==> config.mk <==
export PLATFORM = sky130hd
export DESIGN_NAME = ram_refresh_flat
export DESIGN_NICKNAME = d
export VERILOG_FILES = /design/src/rtl/ram_refresh_if.sv /design/src/rtl/ram_refresh.sv /design/src/flat_wrapper.sv
export SDC_FILE = /design/constraint.sdc
export NUM_CORES = 1
export LEC_CHECK = 0
export CORE_UTILIZATION = 49
export DETAILED_ROUTE_END_ITERATION = 8
export PLACE_DENSITY_LB_ADDON = 0.15
export SYNTH_ARGS = -nofsm -noshare
export SYNTH_HDL_FRONTEND = slang
export SYNTH_SLANG_ARGS = --single-unit
==> constraint.sdc <==
create_clock -name CLK -period 1.8 [get_ports CLK]
set_input_delay 0.36 -clock CLK [delete_from_list [all_inputs] [get_ports CLK]]
set_output_delay 0.36 -clock CLK [all_outputs]
set_load 0.1 [all_outputs]
==> src/rtl/ram_refresh_if.sv <==
`default_nettype none
// ============================================================================
// Module      : ram_refresh_if
// Description : Signal bundle between the refresh request source, the CPU RAM
//               controller and the CAS-before-RAS refresh engine.
//               master : request source / CPU side (drives requests and bus
//                        status, observes strobes and hold).
//               slave  : refresh engine (ram_refresh).
//   RefReq   refresh request level          RefUrg   refresh urgent level
//   BACT     CPU bus cycle active           RAMCS    CPU cycle addresses RAM
//   RAMBusy  RAM controller mid-access      nRASref  refresh RAS, active low
//   nCASref  refresh CAS, active low        RefOwn   refresh owns the strobes
//   RAMHold  block new RAM accesses         RefDone  end-of-refresh pulse
//   Owe      owed-refresh count (debug)
// Revision    : 1.0 - initial release
// ============================================================================
interface ram_refresh_if;
    logic       RefReq;
    logic       RefUrg;
    logic       BACT;
    logic       RAMCS;
    logic       RAMBusy;
    logic       nRASref;
    logic       nCASref;
    logic       RefOwn;
    logic       RAMHold;
    logic       RefDone;
    logic [1:0] Owe;

    modport master (
        output RefReq, RefUrg, BACT, RAMCS, RAMBusy,
        input  nRASref, nCASref, RefOwn, RAMHold, RefDone, Owe
    );

    modport slave (
        input  RefReq, RefUrg, BACT, RAMCS, RAMBusy,
        output nRASref, nCASref, RefOwn, RAMHold, RefDone, Owe
    );
endinterface
`default_nettype wire

==> src/rtl/ram_refresh.sv <==
`default_nettype none
// ============================================================================
// Module      : ram_refresh
// Description : CAS-before-RAS DRAM refresh engine. Counts owed refreshes from
//               rising edges of RefReq, arbitrates against CPU RAM cycles,
//               holds off new CPU accesses when refresh becomes urgent and
//               sequences nCASref/nRASref through CSR, RAS and precharge.
// Ports       : CLK  - FSB clock, all logic on posedge
//               RES  - asynchronous active-high reset
//               bus  - ram_refresh_if.slave (requests, CPU status, strobes,
//                      hold, done pulse, owed count)
// Revision    : 1.0 - initial release
// ============================================================================
module ram_refresh #(
    parameter int TCSR   = 1,   // cycles nCAS is low before nRAS falls
    parameter int TRAS   = 3,   // cycles nRAS is held low
    parameter int TRP    = 2,   // cycles of RAS precharge
    parameter int OWEMAX = 3    // saturation value of the owed counter
) (
    input  wire logic       CLK,
    input  wire logic       RES,
    ram_refresh_if.slave    bus
);

    localparam int c_tmax  = (TCSR > TRAS) ? ((TCSR > TRP) ? TCSR : TRP)
                                           : ((TRAS > TRP) ? TRAS : TRP);
    localparam int c_cnt_w = $clog2(c_tmax + 1);

    localparam logic [c_cnt_w-1:0] c_ld_csr = c_cnt_w'(TCSR);
    localparam logic [c_cnt_w-1:0] c_ld_ras = c_cnt_w'(TRAS);
    localparam logic [c_cnt_w-1:0] c_ld_pre = c_cnt_w'(TRP);
    localparam logic [c_cnt_w-1:0] c_one    = c_cnt_w'(1);
    localparam logic [1:0]         c_owe_max = 2'(OWEMAX);

    localparam logic [1:0] c_st_idle = 2'd0;
    localparam logic [1:0] c_st_csr  = 2'd1;
    localparam logic [1:0] c_st_ras  = 2'd2;
    localparam logic [1:0] c_st_pre  = 2'd3;

    logic [1:0]         r_state;
    logic [1:0]         w_state_nx;
    logic [c_cnt_w-1:0] r_cnt;
    logic               r_req_prev;
    logic [1:0]         r_owe;
    logic               r_nras;
    logic               r_ncas;
    logic               r_own;
    logic               r_hold;
    logic               r_done;

    logic w_req_edge;
    logic w_cnt_last;
    logic w_start;
    logic w_done;

    always_comb begin
        w_req_edge = bus.RefReq & ~r_req_prev;
        w_cnt_last = (r_cnt == c_one);
        w_done     = (r_state == c_st_pre) && w_cnt_last;
        // A held bus lets refresh start even while the CPU is addressing RAM:
        // the CPU cycle is waiting on RAMHold and cannot begin its access.
        w_start    = (r_state == c_st_idle) && (r_owe != 2'd0) && !bus.RAMBusy &&
                     (!(bus.BACT && bus.RAMCS) || r_hold);

        w_state_nx = r_state;
        case (r_state)
            c_st_idle: if (w_start)    w_state_nx = c_st_csr;
            c_st_csr:  if (w_cnt_last) w_state_nx = c_st_ras;
            c_st_ras:  if (w_cnt_last) w_state_nx = c_st_pre;
            c_st_pre:  if (w_cnt_last) w_state_nx = c_st_idle;
            default:                   w_state_nx = c_st_idle;
        endcase
    end

    always_ff @(posedge CLK or posedge RES) begin
        if (RES) begin
            r_state    <= c_st_idle;
            r_cnt      <= '0;
            r_req_prev <= 1'b1;     // RefReq already high at release is not a new request
            r_owe      <= 2'd0;
            r_nras     <= 1'b1;
            r_ncas     <= 1'b1;
            r_own      <= 1'b0;
            r_hold     <= 1'b0;
            r_done     <= 1'b0;
        end else begin
            r_req_prev <= bus.RefReq;
            r_done     <= w_done;
            r_state    <= w_state_nx;

            // Request and completion in the same cycle cancel out, so a
            // request arriving at saturation is kept when a slot frees up.
            if (w_req_edge && !w_done) begin
                if (r_owe != c_owe_max)
                    r_owe <= r_owe + 2'd1;
            end else if (!w_req_edge && w_done && (r_owe != 2'd0)) begin
                r_owe <= r_owe - 2'd1;
            end

            // Looking at the next state keeps the hold asserted for every
            // cycle the engine is away from IDLE, including the first.
            r_hold <= ((r_owe != 2'd0) && (bus.RefUrg || (r_owe >= 2'd2))) ||
                      (w_state_nx != c_st_idle);

            case (r_state)
                c_st_idle: begin
                    if (w_start) begin
                        r_cnt  <= c_ld_csr;
                        r_own  <= 1'b1;
                        r_ncas <= 1'b0;
                    end
                end
                c_st_csr: begin
                    if (w_cnt_last) begin
                        r_cnt  <= c_ld_ras;
                        r_nras <= 1'b0;
                    end else begin
                        r_cnt <= r_cnt - c_one;
                    end
                end
                c_st_ras: begin
                    if (w_cnt_last) begin
                        r_cnt  <= c_ld_pre;
                        r_nras <= 1'b1;
                        r_ncas <= 1'b1;
                    end else begin
                        r_cnt <= r_cnt - c_one;
                    end
                end
                c_st_pre: begin
                    if (w_cnt_last) begin
                        r_own <= 1'b0;
                    end else begin
                        r_cnt <= r_cnt - c_one;
                    end
                end
                default: begin
                    r_nras <= 1'b1;
                    r_ncas <= 1'b1;
                    r_own  <= 1'b0;
                end
            endcase
        end
    end

    assign bus.nRASref = r_nras;
    assign bus.nCASref = r_ncas;
    assign bus.RefOwn  = r_own;
    assign bus.RAMHold = r_hold;
    assign bus.RefDone = r_done;
    assign bus.Owe     = r_owe;

endmodule
`default_nettype wire
==> src/flat_wrapper.sv <==
// flat-port wrapper written by rule: the top's interface ports become plain ports
module ram_refresh_flat 
#(
    parameter int TCSR   = 1,                                          
    parameter int TRAS   = 3,                             
    parameter int TRP    = 2,                             
    parameter int OWEMAX = 3                                           
)
  (CLK, RES, bus_RefReq, bus_RefUrg, bus_BACT, bus_RAMCS, bus_RAMBusy, bus_nRASref, bus_nCASref, bus_RefOwn, bus_RAMHold, bus_RefDone, bus_Owe);
  ram_refresh_if bus_i ();
  input  wire logic CLK;
  input  wire logic RES;
  input wire logic [$bits(bus_i.RefReq)-1:0] bus_RefReq;
  input wire logic [$bits(bus_i.RefUrg)-1:0] bus_RefUrg;
  input wire logic [$bits(bus_i.BACT)-1:0] bus_BACT;
  input wire logic [$bits(bus_i.RAMCS)-1:0] bus_RAMCS;
  input wire logic [$bits(bus_i.RAMBusy)-1:0] bus_RAMBusy;
  output wire logic [$bits(bus_i.nRASref)-1:0] bus_nRASref;
  output wire logic [$bits(bus_i.nCASref)-1:0] bus_nCASref;
  output wire logic [$bits(bus_i.RefOwn)-1:0] bus_RefOwn;
  output wire logic [$bits(bus_i.RAMHold)-1:0] bus_RAMHold;
  output wire logic [$bits(bus_i.RefDone)-1:0] bus_RefDone;
  output wire logic [$bits(bus_i.Owe)-1:0] bus_Owe;
  assign bus_i.RefReq = bus_RefReq;
  assign bus_i.RefUrg = bus_RefUrg;
  assign bus_i.BACT = bus_BACT;
  assign bus_i.RAMCS = bus_RAMCS;
  assign bus_i.RAMBusy = bus_RAMBusy;
  assign bus_nRASref = bus_i.nRASref;
  assign bus_nCASref = bus_i.nCASref;
  assign bus_RefOwn = bus_i.RefOwn;
  assign bus_RAMHold = bus_i.RAMHold;
  assign bus_RefDone = bus_i.RefDone;
  assign bus_Owe = bus_i.Owe;
  ram_refresh #(.TCSR(TCSR), .TRAS(TRAS), .TRP(TRP), .OWEMAX(OWEMAX)) u_core (.CLK(CLK), .RES(RES), .bus(bus_i));
endmodule
==> Word level (Yosys, flattened, before mapping) <==
Cells that the tools add are included.
{ "totals": {"register_bits": 12, "input_bits": 7, "output_inout_bits": 7, "word_cells": 74} }
{ "op_classes": {"addsub": 3, "order_cmp": 1, "eq_ne": 11, "n_mux": 20, "bitwise": 2, "n_reduce_logical": 28} }
{ "op_table": {"columns": ["cell", "n"], "rows": [
  ["2-bit 2-to-1 mux", 11],
  ["2-bit case mux with 4 select lines", 2],
  ["2-bit nonzero test", 6],
  ["1-bit logical AND", 9],
  ["3-bit AND reduction", 3],
  ["2-bit by 1-bit inequality test with 1-bit output (second input constant)", 4],
  ["2-bit inequality test (second input constant)", 3],
  ["1-bit case mux with 2 select lines", 3],
  ["2-bit by 1-bit == test with 1-bit output (second input constant)", 2],
  ["2-bit == test (second input constant)", 2],
  ["1-bit zero test", 4],
  ["1-bit 2-to-1 mux", 4],
  ["2-bit AND reduction", 2],
  ["2-bit by 1-bit subtractor with 2-bit output (second input constant)", 2],
  ["1-bit logical OR", 3],
  ["2-bit by 1-bit adder with 2-bit output (second input constant)", 1],
  ["2-bit greater-or-equal comparator (second input constant)", 1],
  ["2-bit zero test", 1],
  ["1-bit bitwise AND", 1],
  ["1-bit inverter", 1]
]} }

==> Depth between registers and ports, before layout <==
{ "logic_depth": {"ltp_word": 8, "depth_mapped": 7, "ltp_nobuf": 6} }

==> Worst setup path before layout <==
No wires, ideal clock.
{ "synth_timing": {"path_kind": "reg2reg", "from": "reg u_core.r_owe[0] (netlist: u_core.bus.Owe[0])", "to": "reg u_core.r_hold (netlist: u_core.bus.RAMHold)", "setup_time_ns": 0.130, "arrival_ns": 1.640, "required_ns": 1.670, "setup_slack_ns": 0.030, "stages_incl_launch_ff": 5, "path_buffers": 0, "period_less_slack_ns": 1.770, "cell_sequence": "dfrtp_1 > o21ba_1 > and2_4 > o31a_1 > nand3b_1"} }
{ "synth_between": {"elab_chain_cells": 8, "word_cells_on_any_way": 11, "cone_classes": "order compare: 1; mux: 2; reduce/logical: 8"} }
{ "synth_lines": {"columns": ["element", "line_no", "text"], "rows": [
  ["start: declaration", "ram_refresh.sv:44", "logic [1:0] r_owe;"],
  ["start signal: assignment", "ram_refresh.sv:95", "r_owe <= r_owe + 2'd1;"],
  ["start signal: assignment", "ram_refresh.sv:97", "r_owe <= r_owe - 2'd1;"],
  ["2-bit nonzero test", "ram_refresh.sv:62", "w_start = (r_state == c_st_idle) && (r_owe != 2'd0) && !bus.RAMBusy &&"],
  ["1-bit logical AND (3 in series)", "ram_refresh.sv:62", null],
  ["2-bit 2-to-1 mux", "ram_refresh.sv:67", "c_st_idle: if (w_start) w_state_nx = c_st_csr;"],
  ["2-bit case mux with 4 select lines", "ram_refresh.sv:66", "case (r_state)"],
  ["named net u_core.w_state_nx[0]", "ram_refresh.sv:41", "logic [1:0] w_state_nx;"],
  ["2-bit nonzero test", "ram_refresh.sv:103", "(w_state_nx != c_st_idle);"],
  ["1-bit logical OR", "ram_refresh.sv:102", "r_hold <= ((r_owe != 2'd0) && (bus.RefUrg || (r_owe >= 2'd2))) ||"],
  ["end signal: assignment", "ram_refresh.sv:102", null],
  ["end: declaration", "ram_refresh.sv:48", "logic r_hold;"]
]} }
The timed path passes the listed nets, and every way through them passes these cells.
A chain may end at the register's enable or synchronous reset.

==> Worst setup path in the final report <==
{ "layout_timing": {"from": "reg u_core.r_state[0]", "to": "reg u_core.r_hold (netlist: u_core.bus.RAMHold)"} }
{ "layout_between": {"elab_chain_cells": 8, "word_cells_on_any_way": 14, "cone_classes": "eq/ne: 3; mux: 5; reduce/logical: 6"} }
{ "layout_lines": {"columns": ["element", "line_no", "text"], "rows": [
  ["start: declaration", "ram_refresh.sv:40", "logic [1:0] r_state;"],
  ["start signal: assignment", "ram_refresh.sv:77", "r_state <= c_st_idle;"],
  ["start signal: assignment", "ram_refresh.sv:89", "r_state <= w_state_nx;"],
  ["2-bit zero test", "ram_refresh.sv:62, ram_refresh.sv:66", null],
  ["1-bit logical AND (3 in series)", "ram_refresh.sv:62", null],
  ["2-bit 2-to-1 mux", "ram_refresh.sv:67", null],
  ["2-bit case mux with 4 select lines (*)", "ram_refresh.sv:66", null],
  ["2-bit nonzero test (*)", "ram_refresh.sv:103", null],
  ["1-bit logical OR (*)", "ram_refresh.sv:102", null]
]} }
Mark *: on every way between the ends. The rest lies on a longest branch, timed or not.

==> flow_summary.json <==
{
  "htreeDepth": 1,
  "syn_area_per_cell_um2": 9.51,
  "core_area_um2": 1330,
  "cp.required_ps": 1940,
  "cp_cell_sequence": "ha_1 > nor2b_1 > o32a_1 > o22ai_1 > nand3b_1",
  "netlist.area_leader.share_pct": 31.6,
  "synth_seq_cells": 12,
  "crit_type": "reg2reg",
  "cp_data_arrival_time_ps": 1760,
  "synth.area.top_cells": "dfrtp_1 (32%), ha_1 (12%), dfstp_2 (11%)",
  "cellPowerDensity_nw_per_um2": 1850,
  "rrSetupSlack_ps": 180,
  "finalWirelength_um": 1310,
  "dp_cells": 103,
  "endpoint_kind": "register",
  "async_flop_share_pct": 100,
  "fin_cells": 107,
  "die_w_um": 40.2,
  "nets": 107,
  "rsz0062_at_grt": "false",
  "fin_area_um2": 961,
  "grt_pass1_vias": 502,
  "grt_max_degree": 13,
  "finalMaxSlewViolations": 0,
  "grt_pass1_wl_um": 2120,
  "cpMaxStageDelayCell": "dfrtp_1",
  "firstDrtPassIters": 4,
  "ios": 14,
  "antenna_found_initial": 0,
  "finalHoldViolCount": 0,
  "synth_area_leader_cell": "dfrtp_1",
  "clk_pin_slew_ps": 70,
  "power.leakage_nw": 0.434,
  "synth_cells": 75,
  "fp.dieH_um": 40.2,
  "drc": 0,
  "cts_tree": "built",
  "drive_gt1_share_pct": 20.7,
  "ff2ff_path_depth": 5,
  "yosysWarnings": 0,
  "status": "complete, no violations",
  "synth_most_common_cell": "dfrtp_1",
  "nFillCells": 101,
  "syn_nets": 89,
  "place_ws_ps": 80.6,
  "ys_seq_area_share_pct": 42.6,
  "layout_setup_ws_ps": 182,
  "grt_overflow": 0,
  "seq_area_um2": 304,
  "max_slew.worst_pin.slew_ps": 452,
  "dr.first_iter.drc_count": 14,
  "hold_ws_ps": 386,
  "setup_tns_ps": 0,
  "reg2reg_to": "u_core.bus.RAMHold",
  "worst_setup_path_start_kind": "register",
  "holdBufCountCts": 0,
  "cts_buffer_depth": 2,
  "placed_cell_area_um2": 935,
  "wl_per_cell_um": 12.2,
  "num_rows": 13,
  "viasPerCell": 5.23,
  "ant_nets": 0,
  "postCtsSetupRepairBufs": 0,
  "die_area_um2": 1610,
  "multi_input_area_um2": 367,
  "numCtsBuffers": 3,
  "syn_area_um2": 713,
  "finClkSkew_ps": 5.55,
  "drv_cap": 0,
  "synth_flop_cell": "dfrtp_1",
  "insertion_delay_ps": 270,
  "hpwl_um": 1030,
  "cts_resized": 0,
  "fin_crit_ps": 1620,
  "via_count": 560,
  "synth_cell_type_count": 27,
  "n_antenna_cell": 0,
  "cts_sinks": 12,
  "max_slew_margin_pct": 69.8,
  "rr_startpoint": "u_core.r_state[0]",
  "gp_congestion": 0.809,
  "synth_edf_count": 0,
  "period_share_pct": 89.9,
  "start_util_pct": 53.5,
  "cts_root_buf": "clkbuf_4",
  "portBuffers": 13,
  "finalSetupViolCount": 0,
  "min_path_type": "in2async",
  "fmax_mhz": 618,
  "cp_slowest_stage_delay_ps": 430,
  "syn2layout_area_growth_pct": 34.7,
  "gr-usage-all-layers_pct": 20.6,
  "cp_max_fo": 7,
  "synth_commonest_cells": "dfrtp_1 (9), inv_1 (8), o21ai_0 (8), ha_1 (7)",
  "ir_worst_vdd_v": 0.00106
}
[worst max-delay path by stage]
stage	start	endpoint	slack [ps]	cells after the start
floorplan	u_core.bus.Owe[0]	u_core.bus.RAMHold	30	4
global placement	bus_RefReq	u_core.bus.Owe[0]	130	5
detailed placement	bus_RefReq	u_core.bus.Owe[0]	80	5
CTS	u_core.r_state[0]	u_core.bus.RAMHold	160	5
global route	u_core.r_state[0]	u_core.bus.RefOwn	20	6
finish	u_core.r_state[0]	u_core.bus.RAMHold	180	5
[layer usage]
metal	vias up	wire [um]	track usage (%)
li1	294	-	-
met2	7	599	30.6
met3	0	46	8.33
met4	0	0	5.17
met5	-	0	0
met1	259	661	27.4
[cell usage in the layout, fill, tap and decap left out, types with 2 or more instances in the layout]
cell type        count
inv_1                8
dfrtp_1              9
buf_4                2
ha_1                 7
a21oi_1              6
nor2_1               6
and2_4               2
buf_12               7
o21ai_0              8
nor3_1               2
clkbuf_4             3
clkdlybuf4s50_1      6
nand3b_1             2
nor2b_1              3
nand2_1              4
dfstp_2              3
[area by class of cell]
cell class	count	share of cell area [%]
Multi-Input combinational cell	53	38.2
Sequential cell	12	31.6
Clock buffer	4	2.73
Inverter	8	3.12
Tap cell	15	1.95
Timing Repair Buffer	15	22.4
[worst max-delay path: cells and delay by family, from the launching register on]
kind                     cells  cell delay (ps)
adder cells (fa/ha/maj)      1              310
AO/OA/AOI/OAI                2              490
AND/OR/NAND/NOR              2              270
flip-flops                   1              430
[sequential cells by signal, indices dropped and copies added, names as in the netlist]
name                count
u_core.bus.nCASref      1
u_core.bus.RefOwn       1
u_core.bus.Owe          2
u_core.r_cnt            2
u_core.bus.nRASref      1
u_core.r_req_prev       1
u_core.r_state          2
u_core.bus.RAMHold      1
u_core.bus.RefDone      1
[stage by stage]
| stage | total power, W | util [%] |
|---|---|---|
| finish | 0.00178 | 72.0 |
| global route | 0.00192 | 72.0 |
| CTS | 0.00179 | 72.0 |
| detailed placement | 0.00162 | 70.1 |
| global placement | 0.00160 | 70.1 |
| floorplan | 0.00127 | - |
[cell families after synthesis]
logic type | count (synthesis) | synth area share [%]
AO/OA/AOI/OAI | 23 | 21.2
AND/OR/NAND/NOR | 22 | 16.5
flip-flops | 12 | 42.6
buffers and inverters | 10 | 5.96
adder cells (fa/ha/maj) | 7 | 12.3
multiplexers | 1 | 1.40
[report_power, final]
group / internal (W) / switching [W]
Clock: 0.0000858 / 0.0000831
Combinational: 0.000462 / 0.000661
Sequential: 0.000376 / 0.000110
Total: 0.000924 / 0.000854
Note: power is estimated with default switching activity, not from simulation.
